==> src/rtl/ht_pkg.sv <==
// ht_pkg: PSI46 stream constants, FSM state type and payload builder shared by the generator.
package ht_pkg;
   localparam logic [8:0] LEADER = 9'b011111111;
   localparam logic [2:0] ID_TBMH = 3'b100;
   localparam logic [2:0] ID_TRL_OLD = 3'b111;
   localparam logic [2:0] ID_TRL_NEW = 3'b110;
   localparam int LEN_TBM = 32;
   localparam int LEN_ROC = 12;
   localparam int LEN_HIT = 24;
   typedef enum logic [2:0] {S_IDLE, S_TBMH, S_ROCH, S_HIT, S_TRL, S_GAP} state_e;
   // zero after every nibble so no run of eight ones can mimic a leader
   function automatic logic [19:0] payload(input logic [7:0] a, input logic [7:0] b);
      return {a[7:4], 1'b0, a[3:0], 1'b0, b[7:4], 1'b0, b[3:0], 1'b0};
   endfunction
endpackage

==> src/rtl/header_trailer_gen_if.sv <==
// header_trailer_gen_if: hit token stream from the hit source into the generator.
interface header_trailer_gen_if;
   logic hit_valid;
   logic hit_eor;
   logic hit_ready;
   logic [23:0] hit_data;
   modport master (output hit_valid, hit_eor, hit_data, input hit_ready);
   modport slave (input hit_valid, hit_eor, hit_data, output hit_ready);
endinterface

==> src/rtl/ht_serializer.sv <==
// ht_serializer: 32-bit MSB-first shift register with bit-length load and last/penultimate flags.
module ht_serializer #(
   parameter int CW = 6
) (
   input  logic CLK,
   input  logic reset,
   input  logic load,
   input  logic [CW-1:0] len,
   input  logic [31:0] word,
   output logic sdat,
   output logic last,
   output logic penult
);
   logic [31:0] sr_q, sr_d;
   logic [CW-1:0] cnt_q, cnt_d;
   always_comb begin
      sr_d = load ? word : {sr_q[30:0], 1'b0};
      cnt_d = load ? len - 1'b1 : (cnt_q == '0 ? '0 : cnt_q - 1'b1);
   end
   always_ff @(posedge CLK)
      if (reset) begin
         sr_q <= '0;
         cnt_q <= '0;
      end else begin
         sr_q <= sr_d;
         cnt_q <= cnt_d;
      end
   assign sdat = sr_q[31];
   assign last = cnt_q == '0;
   assign penult = cnt_q == CW'(1);
endmodule

==> src/rtl/header_trailer_gen.sv <==
// header_trailer_gen: serial PSI46 event generator emitting TBM header, ROC headers with hits
// and TBM trailer on one line, followed by an idle gap.
module header_trailer_gen import ht_pkg::*; #(
   parameter int NROC = 8,
   parameter int GAPLEN = 8
) (
   input  logic CLK,
   input  logic reset,
   input  logic trigger,
   input  logic [7:0] evnum,
   input  logic [7:0] tbm_stat,
   input  logic [1:0] roc_sd,
   input  logic Trailer_OLD_NEW_0_1,
   header_trailer_gen_if.slave hs,
   output logic sdat,
   output logic busy,
   output logic done,
   output logic underflow,
   output logic trig_missed
);
   localparam int CW = $clog2((GAPLEN > LEN_TBM ? GAPLEN : LEN_TBM) + 1);
   localparam int RW = NROC > 1 ? $clog2(NROC) : 1;
   state_e state_q, state_d;
   logic [RW-1:0] roc_q, roc_d;
   logic [7:0] stat_q, stat_d;
   logic [1:0] sd_q, sd_d;
   logic trl_q, trl_d;
   logic busy_q, busy_d, done_q, done_d, uf_q, uf_d, miss_q, miss_d, rdy_q, rdy_d;
   logic ld, last, penult, is_hit;
   logic [CW-1:0] len;
   logic [31:0] word;
   ht_serializer #(.CW(CW)) u_ser (
      .CLK(CLK), .reset(reset), .load(ld), .len(len), .word(word),
      .sdat(sdat), .last(last), .penult(penult)
   );
   always_comb begin
      state_d = state_q;
      roc_d = roc_q;
      stat_d = stat_q;
      sd_d = sd_q;
      trl_d = trl_q;
      uf_d = uf_q;
      ld = 1'b0;
      len = CW'(LEN_ROC);
      word = {LEADER, 1'b0, sd_q, 20'h0};
      is_hit = hs.hit_valid && !hs.hit_eor;
      case (state_q)
         S_IDLE: if (trigger) begin
            state_d = S_TBMH;
            ld = 1'b1;
            len = CW'(LEN_TBM);
            word = {LEADER, ID_TBMH, payload(evnum, 8'h00)};
            stat_d = tbm_stat;
            sd_d = roc_sd;
            trl_d = Trailer_OLD_NEW_0_1;
            roc_d = '0;
         end
         S_TBMH: if (last) begin
            state_d = S_ROCH;
            ld = 1'b1;
         end
         S_ROCH, S_HIT: if (last) begin
            ld = 1'b1;
            if (is_hit) begin
               state_d = S_HIT;
               len = CW'(LEN_HIT);
               word = {hs.hit_data & ~24'h001000, 8'h00};
            end else begin
               // a missing token is taken as end-of-ROC so the stream never stalls
               uf_d = uf_q | !hs.hit_valid;
               if (roc_q == RW'(NROC - 1)) begin
                  state_d = S_TRL;
                  len = CW'(LEN_TBM);
                  word = {LEADER, trl_q ? ID_TRL_NEW : ID_TRL_OLD, payload(stat_q, 8'h00)};
               end else begin
                  state_d = S_ROCH;
                  roc_d = roc_q + 1'b1;
               end
            end
         end
         S_TRL: if (last) begin
            state_d = S_GAP;
            ld = 1'b1;
            len = CW'(GAPLEN);
            word = '0;
         end
         S_GAP: if (last) state_d = S_IDLE;
         default: state_d = S_IDLE;
      endcase
      busy_d = state_d != S_IDLE;
      done_d = state_q == S_TRL && penult;
      rdy_d = (state_q == S_ROCH || state_q == S_HIT) && penult;
      miss_d = trigger && state_q != S_IDLE;
   end
   always_ff @(posedge CLK)
      if (reset) begin
         state_q <= S_IDLE;
         roc_q <= '0;
         stat_q <= '0;
         sd_q <= '0;
         trl_q <= 1'b0;
         busy_q <= 1'b0;
         done_q <= 1'b0;
         uf_q <= 1'b0;
         miss_q <= 1'b0;
         rdy_q <= 1'b0;
      end else begin
         state_q <= state_d;
         roc_q <= roc_d;
         stat_q <= stat_d;
         sd_q <= sd_d;
         trl_q <= trl_d;
         busy_q <= busy_d;
         done_q <= done_d;
         uf_q <= uf_d;
         miss_q <= miss_d;
         rdy_q <= rdy_d;
      end
   assign busy = busy_q;
   assign done = done_q;
   assign underflow = uf_q;
   assign trig_missed = miss_q;
   assign hs.hit_ready = rdy_q;
endmodule

==> src/flat_wrapper.sv <==
// flat-port wrapper written by rule: the top's interface ports become plain ports
module header_trailer_gen_flat import ht_pkg::*;
#(
   parameter int NROC = 8,
   parameter int GAPLEN = 8
)
  (CLK, reset, trigger, evnum, tbm_stat, roc_sd, Trailer_OLD_NEW_0_1, sdat, busy, done, underflow, trig_missed, hs_hit_valid, hs_hit_eor, hs_hit_data, hs_hit_ready);
  header_trailer_gen_if hs_i ();
  input  logic CLK;
  input  logic reset;
  input  logic trigger;
  input  logic [7:0] evnum;
  input  logic [7:0] tbm_stat;
  input  logic [1:0] roc_sd;
  input  logic Trailer_OLD_NEW_0_1;
  output logic sdat;
  output logic busy;
  output logic done;
  output logic underflow;
  output logic trig_missed;
  input wire logic [$bits(hs_i.hit_valid)-1:0] hs_hit_valid;
  input wire logic [$bits(hs_i.hit_eor)-1:0] hs_hit_eor;
  input wire logic [$bits(hs_i.hit_data)-1:0] hs_hit_data;
  output wire logic [$bits(hs_i.hit_ready)-1:0] hs_hit_ready;
  assign hs_i.hit_valid = hs_hit_valid;
  assign hs_i.hit_eor = hs_hit_eor;
  assign hs_i.hit_data = hs_hit_data;
  assign hs_hit_ready = hs_i.hit_ready;
  header_trailer_gen #(.NROC(NROC), .GAPLEN(GAPLEN)) u_core (.CLK(CLK), .reset(reset), .trigger(trigger), .evnum(evnum), .tbm_stat(tbm_stat), .roc_sd(roc_sd), .Trailer_OLD_NEW_0_1(Trailer_OLD_NEW_0_1), .hs(hs_i), .sdat(sdat), .busy(busy), .done(done), .underflow(underflow), .trig_missed(trig_missed));
endmodule
==> config.mk <==
export PLATFORM = sky130hd
export DESIGN_NAME = header_trailer_gen_flat
export DESIGN_NICKNAME = d
export VERILOG_FILES = /design/src/rtl/ht_pkg.sv /design/src/rtl/header_trailer_gen_if.sv /design/src/rtl/ht_serializer.sv /design/src/rtl/header_trailer_gen.sv /design/src/flat_wrapper.sv
export SDC_FILE = /design/constraint.sdc
export NUM_CORES = 1
export LEC_CHECK = 0
export CORE_MARGIN = 3
export CORE_UTILIZATION = 45
export DETAILED_ROUTE_END_ITERATION = 12
export PLACE_DENSITY = 0.76
export SLEW_MARGIN = 0
export SYNTH_ARGS = -nofsm -noshare
export SYNTH_HDL_FRONTEND = slang
export SYNTH_HIERARCHICAL = 1
export SYNTH_SLANG_ARGS = --single-unit
export TNS_END_PERCENT = 1
==> constraint.sdc <==
create_clock -name CLK -period 2.64 [get_ports CLK]
set_input_delay 0.264 -clock CLK [delete_from_list [all_inputs] [get_ports CLK]]
set_output_delay 0.264 -clock CLK [all_outputs]
set_load 0.03 [all_outputs]
# == Word-level counts from Yosys, hierarchy flattened ==
# Index checks and enable logic that the tools add are counted.
# word_totals
ram_bits,0
latchBits,0
romBits,0
elab_cells,80
n_memories,0
regBits,60
out_inout_bits,6
# op_classes
div_mod_pow,0
n_addsub,3
n_mul,0
mux,32
eq_ne,11
bitwise,3
n_shift,0
order_cmp,0
n_reduce_logical,18
# op_table
cell,n
$mux W32,3
$pmux W32 S3,1
$mux W23,2
$mux W3,12
$mux W6,6
$mux W31,1
$pmux W6 S3,1
$pmux W3 S5,1
$sub A6 B1 Y6 const B,2
$eq A3 B3 Y1 const B,3
$eq A3 B2 Y1 const B,2
$eq A6 B1 Y1 const B,1
$logic_not A6 Y1,1
$ne A2 B2 Y1 const B,3
$pmux W3 S2,1
$reduce_bool A3 Y1,2
$reduce_and A5 Y1,1
$logic_and A1 B1 Y1,4
$reduce_or A2 Y1,2
$reduce_or A4 Y1,1
$add A3 B1 Y3 const B,1
$eq A3 B1 Y1 const B,1
$logic_not A3 Y1,1
$mux W1,3
other kinds (9),11

# == Logic depth before layout (Yosys ltp) ==
# Gate-level depths: netlist of run 1.
# logic_depth
word_depth,7
ltp_mapped,12
ltp_nobuf,10

# == Cells and area by module ==
# The synthesis of run 1 kept the hierarchy.
# modules_own_cells
module,cells_per_inst,n_inst,area_each_um2
ht_serializer,152,1,1522.7
header_trailer_gen,179,1,1290.0

# == Least setup slack after synthesis of run 1 ==
# No wires, ideal clock.
# synth_path
kind,flip-flop to flip-flop
from,reg u_core.u_ser.cnt_q[4]
to,reg u_core.u_ser.cnt_q[2]
slack_ns,0.258
arrival_time_ns,2.254
path_stages_with_launch,12
t_required_ns,2.512
path_cell_list,dfxtp_1 -> nor4_1 -> and2_1 -> clkbuf_1 -> mux2_2 -> nand2_1 -> o21ai_0 -> clkbuf_1 -> buf_2 -> a21oi_1 -> a22oi_1 -> nor2_1
# synth_between
elab_cells_between_ends,9
# synth_rtl
item,line_no,source
start: declaration,ht_serializer.sv:15,"logic [CW-1:0] cnt_q, cnt_d;"
start signal: assignment,ht_serializer.sv:26,cnt_q <= cnt_d;
$logic_not A6 Y1,ht_serializer.sv:29,assign last = cnt_q == '0;
named net u_core.last,header_trailer_gen.sv:29,"logic ld, last, penult, is_hit;"
$mux W1,"header_trailer_gen.sv:58, header_trailer_gen.sv:62, header_trailer_gen.sv:81",
$pmux W1 S2,header_trailer_gen.sv:47,case (state_q)
named net u_core.ld,header_trailer_gen.sv:29,
$mux W6,ht_serializer.sv:18,cnt_d = load ? len - 1'b1 : (cnt_q == '0 ? '0 : cnt_q - 1'b1);
# The timed path passes the listed nets, and every way through them passes these cells.
# A chain may end at the register's enable or synchronous reset.

# == Worst setup path in the final report of run 1 ==
# layout_path
from,reg u_core.u_ser.cnt_q[4]
to,reg u_core.u_ser.cnt_q[5]
# layout_between
elab_chain_cells,5
elab_cells_between_ends,10
# layout_rtl
item,line_no,source
$logic_not A6 Y1 *,ht_serializer.sv:29,
named net u_core.last,header_trailer_gen.sv:29,
$mux W3 or $mux W6 (tied branches),"header_trailer_gen.sv:81, header_trailer_gen.sv:62",
$pmux W6 S3 *,header_trailer_gen.sv:47,
named net u_core.len[2],header_trailer_gen.sv:30,logic [CW-1:0] len;
$sub A6 B1 Y6 *,ht_serializer.sv:18,
$mux W6 *,ht_serializer.sv:18,
# The timed path passes the listed nets; every way through them passes the cells marked *.

==> impl_metrics.yaml, run 1 <==
status:
  outcome: "finished, final reports clean"
logic_synthesis:
  yosys_most_used_dff: "dfxtp_1"
  ys_types: 41
  synth_edf_count: 0
  yosys.area.top_type: "dfxtp_1"
  synth_area_leaders: "dfxtp_1 (43%), mux2i_1 (11%), nor2_1 (6.8%)"
  synthArstFlopShare_pct: 0
  syn_inst: 331
  synth.top_cell.area_share_pct: 42.7
  ys_warn_count: 6
  syn_area_sq_mm: 0.00281
  yosysMostFrequentCell: "dfxtp_1"
  syn_avg_cell_area_sq_um: 8.50
  yosysSeqAreaShare_pct: 42.7
  ys_ff_latch: 60
  synth_commonest_cells: "dfxtp_1 (60), nor2_1 (51), nand2_1 (49), mux2i_1 (31), a21oi_1 (23)"
cts:
  cts_tree: "built"
  clkLatencyLatePin_ns: 0.33
  post_cts_buffers: 0
  ctsHoldBuffers: 0
  cts-resized-gates: 0
  numCtsBuffers: 9
  cts-root-buf: "clkbuf_8"
  path_clk_slew_ns: 0.07
  clockBufferDepth: 2
  h-tree-depth: 3
  cts.sinks: 60
grt:
  grt_start_max_net_pins: 41
  antenna_found_initial: 0
  gr-max-usage-layer: "met2"
  grtUsageMet2_pct: 27.8
  first_global_vias: 2263
  grt.total_usage_pct: 17.1
  grt_first_pass_wirelength_um: 10000
  use_met3_pct: 5.92
  use_met1_pct: 21.5
  overflow: 0
critical_path:
  crit_top_cell: "a21oi_1"
  crit_slowest_cell: "dfxtp_1"
  r2r_end: "u_core/u_ser/cnt_q[5]"
  cpPeakStageDelay_ns: 0.35
  crit_required_ns: 2.89
  reg2reg_from: "u_core/u_ser/cnt_q[4]"
  path_cells: "nor4_1 > buf_4 > and2_1 > nand3b_4 > a21oi_1 > a21oi_1 > nor3_1 > nor3b_1 > xnor2_1 > o31ai_1"
  r2r_setup_slack_ns: 0.21
  arrival_ns: 2.67
  worstSetupEndpointType: "register"
  critical_path.max_fanout: 7
  cp-start-kind: "register"
  critPathKind: "reg -> reg"
  ff2ff_path_depth: 10
routing:
  drt_wl_total_um: 5920
  initialDrtViolationCount: 67
  vias_per_cell: 5.04
  ant_nets: 0
  vias: 2385
  post-route-drc-count: 0
  first_pass_iters: 4
  wire_per_inst_um: 12.5
min_path:
  hold_class: "reg -> reg"
  worstHoldPathCells: 2
  hold_path_end: "u_core/stat_q[3]"
  min-delay-start: "u_core/stat_q[3]"
die:
  die_w_um: 85.1
  die-height_um: 85.1
  io_pins: 54
  coreArea_sq_mm: 0.00599
  rows: 28
  dieArea_sq_mm: 0.00724
  start_util_pct: 47.0
timing:
  maxSlewViolCount: 0
  tightestPinTransition_ns: 0.711
  relSlewSlack_pct: 52.6
  period_share_pct: 91.9
  fin_crit_ns: 2.43
  finalSetupTns_ns: 0
  rsz0062_at_grt: "no"
  skew_ns: 0.00708
  finalHoldViolCount: 0
  fmax_mhz: 412
  setup_viol: 0
pwr:
  ir_drop_uv: 415
  powerDensity_mw_per_mm2: 928
  power_mw: 3.38
  p_leak_nw: 1.53
layout:
  fin_nets: 447
  area_growth_pct: 29.4
  n_antenna_cell: 0
  fillerInstances: 547
  drive_gt1_share_pct: 8.29
  postLayoutCellArea_sq_mm: 0.00364
place:
  place_hpwl_um: 4170
  placed_cell_area_sq_mm: 0.00344
  io_buffers: 52
  routabilityCongestion: 0.802
run:
  cap_violations: 0
[sequential cells by signal, summed over array words and instances, names as in the netlist]
register / flops
u_core/sd_q: 2
u_core/done: 1
u_core/roc_q: 3
u_core/hs.hit_ready: 1
u_core/stat_q: 8
u_core/u_ser/sr_q: 32
u_core/trig_missed: 1
u_core/state_q: 3
u_core/busy: 1
u_core/underflow: 1
u_core/trl_q: 1
u_core/u_ser/cnt_q: 6
[report_power, final]
part	internal [mW]	total (mW)	switching, mW
Sequential	1.10	1.21	0.108
Combinational	0.611	1.33	0.722
Clock	0.484	0.833	0.348
[stage by stage]
step / hold WS [ns] / utilization (%) / worst slack, ns / instances
after floorplan: 0.343 / - / 0.258 / 342
after global placement: 0.440 / 57.4 / 0.354 / 457
after detailed placement: 0.448 / 57.4 / 0.266 / 457
after CTS: 0.458 / 60.7 / 0.226 / 473
after global routing: 0.472 / 60.7 / 0.0284 / 473
final: 0.455 / 60.7 / 0.214 / 473
[layer usage]
| layer | up-vias | routed length (um) |
|---|---|---|
| li1 | 1231 | - |
| met3 | 10 | 276 |
| met4 | 0 | 74 |
| met2 | 60 | 2810 |
| met1 | 1084 | 2750 |
| met5 | - | 0 |
[how the worst max path moves through the flow]
stage	start	endpoint	slack, ns	cells after the start
after detailed placement	u_core/u_ser/cnt_q[4]	u_core/u_ser/cnt_q[5]	0.27	10
after global routing	u_core/u_ser/cnt_q[4]	u_core/u_ser/cnt_q[5]	0.03	10
after CTS	u_core/u_ser/cnt_q[4]	u_core/u_ser/cnt_q[5]	0.23	10
after floorplan	u_core/u_ser/cnt_q[4]	u_core/u_ser/cnt_q[2]	0.26	11
final	u_core/u_ser/cnt_q[4]	u_core/u_ser/cnt_q[5]	0.21	10
after global placement	u_core/u_ser/cnt_q[4]	u_core/u_ser/cnt_q[5]	0.35	10
[logic make-up (layout without fill, tap and decap cells)]
kind of cell	after synthesis	after routing	synth area share, %
muxes	33	33	11.8
and+or+nand+nor	139	139	23.3
adders and majority gates	6	6	2.67
DFF	60	60	42.7
xor gates and xnor gates	6	6	1.87
AOI/OAI and AO/OA	55	55	12.1
other	1	12	0.133
buffers and inverters	31	87	5.43
[cell usage in the layout (no fill, tap or decap), types with 2 or more instances in the layout]
master,count
dfxtp_1,60
clkdlybuf4s50_1,51
nor2_1,51
nand2_1,49
mux2i_1,31
a21oi_1,23
conb_1,12
clkbuf_8,11
inv_1,11
a22oi_1,11
and2_1,8
o21ai_0,8
nor3_1,7
buf_4,7
ha_1,6
nor3b_1,5
xor2_1,5
o211ai_1,3
nand3b_1,3
nor4_1,3
clkinv_2,2
nand2b_1,2
nor2b_1,2
mux2_2,2
o31ai_1,2
o21a_1,2
[critical path, delay by kind of cell (launching register included)]
kind | cells | cell delay, ns
XOR/XNOR | 1 | 0.10
AO/OA/AOI/OAI | 3 | 0.43
flip-flops | 1 | 0.35
AND/OR/NAND/NOR | 5 | 1.28
buffers and inverters | 1 | 0.17
[final cells by class]
cell class / count / area (sq um) / area share (%)
Multi-Input combinational cell: 251 / 1510 / 41.5
Clock buffer: 12 / 155 / 4.26
Tap cell: 75 / 93.8 / 2.58
Inverter: 11 / 41.3 / 1.13
Timing Repair Buffer: 60 / 588 / 16.2
Clock inverter: 4 / 47.5 / 1.31
Sequential cell: 60 / 1200 / 33.0
No activity file was read; power rests on OpenSTA's default activity.
==> run 2: changes to the inputs <==
--- a/config.mk
+++ b/config.mk
@@ -5,13 +5,13 @@
 export SDC_FILE = /design/constraint.sdc
 export NUM_CORES = 1
 export LEC_CHECK = 0
+export CAP_MARGIN = 10
 export CORE_MARGIN = 3
 export CORE_UTILIZATION = 45
 export DETAILED_ROUTE_END_ITERATION = 12
-export PLACE_DENSITY = 0.76
+export PLACE_DENSITY = 0.78
 export SLEW_MARGIN = 0
 export SYNTH_ARGS = -nofsm -noshare
 export SYNTH_HDL_FRONTEND = slang
-export SYNTH_HIERARCHICAL = 1
 export SYNTH_SLANG_ARGS = --single-unit
 export TNS_END_PERCENT = 1
==> impl_metrics.yaml, run 2 <==
run:
  cap_violations: 0
die:
  die-height_um: 79.1
  rows: 25
  start_util_pct: 48.6
  io_pins: 54
  coreArea_sq_mm: 0.00494
  dieArea_sq_mm: 0.00625
  die_w_um: 79.1
grt:
  overflow: 0
  first_global_vias: 2152
  grt.total_usage_pct: 19.6
  grt_first_pass_wirelength_um: 9720
  grt_start_max_net_pins: 48
  antenna_found_initial: 0
routing:
  initialDrtViolationCount: 236
  post-route-drc-count: 0
  dr_wl_met3_um: 404
  drt-met1-wl_um: 2550
  drt_wl_total_um: 5900
  top_layer: "met4"
  ant_nets: 0
  first_pass_iters: 6
  vias_per_cell: 5.50
  wire_per_inst_um: 14.4
  met2WireLength_um: 2870
  vias: 2255
pwr:
  ir_drop_uv: 307
  power_mw: 2.01
  powerDensity_mw_per_mm2: 653
  p_leak_nw: 1.23
cts:
  clkLatencyLatePin_ns: 0.31
  path_clk_slew_ns: 0.09
  cts-resized-gates: 0
  numCtsBuffers: 5
  ctsHoldBuffers: 0
  cts_tree: "built"
  h-tree-depth: 2
  clockBufferDepth: 2
  post_cts_buffers: 0
  cts.sinks: 52
  cts-root-buf: "clkbuf_8"
logic_synthesis:
  ys_warn_count: 0
  synth_commonest_cells: "dfxtp_1 (52), nand2_1 (50), nor2_1 (44), a21oi_1 (18)"
  synth_nets: 348
  syn_inst: 294
  ys_types: 46
  ys_ff_latch: 52
  syn_avg_cell_area_sq_um: 8.18
  syn_area_sq_mm: 0.00240
  yosys.area.top_type: "dfxtp_1"
  synth_edf_count: 0
  synthArstFlopShare_pct: 0
  yosysMostFrequentCell: "dfxtp_1"
  synth.top_cell.area_share_pct: 43.3
  yosysSeqAreaShare_pct: 43.3
  synth_area_leaders: "dfxtp_1 (43%), nand2_1 (7.8%), nor2_1 (6.9%)"
  yosys_most_used_dff: "dfxtp_1"
critical_path:
  critical_path.max_fanout: 11
  critPathKind: "reg -> reg"
  r2r_setup_slack_ns: 0.45
  cp-start-kind: "register"
  crit_path_end: "u_core.u_ser.cnt_q[3]"
  critPathLaunch: "u_core.u_ser.cnt_q[0]"
  r2r_end: "u_core.u_ser.cnt_q[3]"
  worstSetupEndpointType: "register"
  crit_required_ns: 2.89
  ff2ff_path_depth: 10
  arrival_ns: 2.45
  reg2reg_from: "u_core.u_ser.cnt_q[0]"
layout:
  drive_gt1_share_pct: 8.45
  top_register: "u_core.u_ser.sr_q"
  post-route-util_pct: 62.4
  area_growth_pct: 28.2
  multi_input_area_sq_mm: 0.00123
  n_antenna_cell: 0
  largest_reg_flops: 24
  seqCellArea_sq_mm: 0.00104
  final_cell_mix: "clkdlybuf4s50_1 (52), dfxtp_1 (52), nand2_1 (50)"
  reg_top3: "u_core.u_ser.sr_q: 24 flops, u_core.stat_q: 8 flops, u_core.u_ser.cnt_q: 6 flops"
  fillerInstances: 465
  stdcell_count: 410
  fin_nets: 396
timing:
  maxSlewViolCount: 0
  relSlewSlack_pct: 67.5
  period_share_pct: 83.1
  rsz0062_at_grt: "no"
  setup_viol: 0
  finalHoldViolCount: 0
  finalSetupTns_ns: 0
  tightestPinTransition_ns: 0.486
  skew_ns: 0.00667
  fmax_mhz: 456
  fin_ws_ns: 0.445
  fin_crit_ns: 2.19
place:
  routabilityCongestion: 0.821
  place_hpwl_um: 4210
  place_ws_ns: 0.487
  dpl.cell_count: 402
  io_buffers: 52
status:
  outcome: "finished, final reports clean"
min_path:
  hold_class: "reg -> reg"
[run 2: cell count changes after synthesis, moves of 4 or more]
cell,change
nor2_1,-7
a22oi_1,-7
mux2i_1,-29
buf_2,+4
xor2_1,-5
dfxtp_1,-8
and2_1,-6
a211oi_1,+9
nand3_1,+12
inv_1,-4
a222oi_1,+8
a21oi_1,-5
o21ai_0,+4
[run 2: critical path: stages (launching register included)]
cell and delay, ns:
dfxtp_1 0.33, inv_1 0.08, ha_1 0.20, nor3b_2 0.30
nand2_1 0.30, nor2_1 0.21, nand3_1 0.13, nand2_1 0.12
ha_1 0.23, o32a_1 0.16, nor2_1 0.08
[run 2: per-layer routing]
layer	vias up	track usage, %
li1	1130	-
met5	-	0
met2	75	32.9
met4	0	6.36
met1	1041	24.9
met3	9	4.20
[run 2: how the worst min path moves through the flow]
stage,start,endpoint,cells past startpoint
6_report,u_core.sd_q[1],u_core.sd_q[1],2
5_1_grt,u_core.stat_q[0],u_core.stat_q[0],2
4_1_cts,u_core.stat_q[3],u_core.stat_q[3],2
3_5_place_dp,u_core.stat_q[3],u_core.stat_q[3],2
3_3_place_gp,u_core.sd_q[1],u_core.sd_q[1],2
2_1_floorplan,Trailer_OLD_NEW_0_1,u_core.trl_q,2
[run 2: logic make-up (layout without fill, tap and decap cells)]
group                      Yosys count  after routing  synth area share (%)
DFF                                 52             52                  43.3
xor gates and xnor gates             2              2                 0.729
adders and majority gates            6              6                  3.12
and+or+nand+nor                    131            131                  24.8
buffers and inverters               29             78                  5.47
AOI/OAI and AO/OA                   72             72                  21.8
muxes                                2              2                 0.833
[run 2: area by class of cell]
cell class                      instances  area share [%]
Clock buffer                            6            2.68
Clock inverter                          2           0.447
Inverter                                7           0.853
Multi-Input combinational cell        213            40.0
Sequential cell                        52            33.8
Tap cell                               67            2.72
Timing Repair Buffer                   63            19.6
[run 2: power breakdown]
part	leakage, nW	switching [mW]	internal, mW	total (mW)
clock	0.0516	0.256	0.214	0.471
combinational	0.748	0.341	0.270	0.612
sequential	0.427	0.0564	0.874	0.930
total	1.23	0.654	1.36	2.01
[run 2: per-stage QoR]
stage	instance area (sq um)	hold WS, ns
detailed placement	2990	0.451
global placement	2990	0.445
CTS	3080	0.467
global route	3080	0.480
finish	3080	0.461
floorplan	2400	0.400
==> edit (flow settings as in run 2) <==
The package constant `LEN_HIT` goes from 24 to 18.
--- a/src/rtl/ht_pkg.sv
+++ b/src/rtl/ht_pkg.sv
@@ -7,5 +7,5 @@
    localparam int LEN_TBM = 32;
    localparam int LEN_ROC = 12;
-   localparam int LEN_HIT = 24;
+   localparam int LEN_HIT = 18;
    typedef enum logic [2:0] {S_IDLE, S_TBMH, S_ROCH, S_HIT, S_TRL, S_GAP} state_e;
    // zero after every nibble so no run of eight ones can mimic a leader
Function: no difference found for any inputs over 10 cycles, from zero or initial values and one cycle with reset high; that may be too few to reach the edited logic, so the function may still have changed.
==> edit against run 2 <==
Count of clock-buffer cells in the layout stayed put; die area is 3.8% higher; combinational power is 42% higher; area after synthesis is 4.1% higher; total power is 20% higher; worst hold slack worse by 0.016 ns; non-clock buffer count is 6 lower; final area is 0.28% higher; sequential cell count stayed put; setup slack worse by 0.058 ns; global-route usage is 0.80 points lower; highest routed layer unchanged; clock skew is 0.0010 ns lower; wire length is 3.6% lower; first-iteration DRC count is 28% lower.
==> edit: results (changes against run 2) <==
- Status: finished clean
* Via/cell ratio: 5.47 (-0.58%)
* Worst hold slack: 0.445 ns (-0.0156 ns)
- The number of global-route vias before repair is 2094 (-2.7%).
- Overall track demand over capacity in global routing: 18.8% (-0.80 points)
* Area contributors post-synth: sky130_fd_sc_hd__dfxtp_1 (42%), sky130_fd_sc_hd__a21oi_1 (6.4%), sky130_fd_sc_hd__nand2_1 (6.3%), sky130_fd_sc_hd__nor2_1 (4.7%), sky130_fd_sc_hd__a211oi_2 (4.5%)
- The total setup buffers inserted after CTS was 0 (unchanged).
- The worst-case clock skew is 0.00565 ns (-0.00102 ns).
- Net total in the final layout: 377 (-4.8%)
- Critical Path Fanout Max: 18 (+7)
* Post-place setup slack: 0.435 ns (-0.0524 ns)
* Worst-margin pin slew: 0.800 ns (+0.314 ns)
* Syn avg cell area: 8.87 um^2 (+8.5%)
- First-pass iteration count of the detailed router: 5 (-1)
- CP arrival: 2.43 ns (-0.02 ns)
* Fin crit share: 85.3% (+2.2 points)
- The filler cell count was 475 (+2.2%).
* Hold Crit Start: u_core.u_ser.sr_q[15]
- Leading post-synthesis cells by instance count: sky130_fd_sc_hd__dfxtp_1 (52), sky130_fd_sc_hd__nand2_1 (42), sky130_fd_sc_hd__a21oi_1 (32)
* DP Cell Count: 387 (-3.7%)
* Buffers from clock root to sink, at most: 2 (unchanged)
- RePlAce Congestion: 0.792 (-3.6%)
- The cell count of the worst reg-to-reg path was 7 (-3).
- Largest net degree at the start of global routing: 41 (-15%)
* Part of the Yosys area used for sequential elements: 41.6% (-1.7 points)
- Via count: 2160 (-4.2%)
- The number of DRC markers after the initial detailed-route iteration is 170 (-28%).
* Peak supply drop: 0.356 mV (+16%)
* Total nets after synthesis: 335 (-3.7%)
* Leakage: 1.14 nW (-7.2%)
* Share of cells above drive strength 1: 12.6% (+4.2 points)
- Global-route wire length before repair: 9620 um (-1.0%)
- Number of library cell types mapped by synthesis: 52 (+13%)
- Detailed Route WL: 5690 um (-3.6%)
* Total placed instance area: 0.00298 mm^2 (-0.21%)
* Worst setup endpoint: u_core.u_ser.sr_q[22]
-- edit: changes by cell type after synthesis, sizes merged, moves of 7 or more --
| cell | delta |
|---|---|
| a21oi | +15 |
| nand2 | -7 |
| nor2 | -11 |
| nand3 | -12 |
-- edit: layer usage --
layer  vias up  GRT usage [%]  part of all wire (%)
met5         -              0                     0
met4         0           6.93                   1.3
met3        11           4.26                   5.4
met2        56           31.5                    49
met1      1013           23.3                    44
li1       1080              -                     -
-- edit: kinds of logic after synthesis --
kind of cell,count (synthesis),synth area share [%]
xor gates and xnor gates,1,0.350
adders and majority gates,5,2.50
DFF,52,41.6
muxes,5,2.10
and+or+nand+nor,106,21.2
buffers and inverters,29,7.60
AOI/OAI and AO/OA,84,24.6
-- edit: layout make-up --
type / count / area (um^2) / share of cell area (%)
clock buffers: 6 / 72.6 / 2.35
repair buffers: 57 / 553 / 17.9
inverters: 7 / 26.3 / 0.850
clock inverters: 2 / 38.8 / 1.26
flip-flops and latches: 52 / 1040 / 33.7
well taps: 70 / 87.6 / 2.83
multi-input cells: 201 / 1270 / 41.1
-- edit: critical path, cell delays in order, from the launching register on --
cell and delay, ns:
sky130_fd_sc_hd__dfxtp_1 0.35, sky130_fd_sc_hd__inv_1 0.09, sky130_fd_sc_hd__ha_1 0.22, sky130_fd_sc_hd__nor3b_4 0.38, sky130_fd_sc_hd__and2_1 0.45, sky130_fd_sc_hd__o21ai_4 0.22, sky130_fd_sc_hd__a221oi_1 0.35, sky130_fd_sc_hd__nor2_1 0.06
-- edit: where the power goes --
| group | leakage (nW) | switching [mW] | internal [mW] |
|---|---|---|---|
| logic | 0.656 | 0.501 | 0.369 |
| clock network | 0.0558 | 0.264 | 0.287 |
| registers | 0.427 | 0.0868 | 0.906 |
| total | 1.14 | 0.852 | 1.56 |
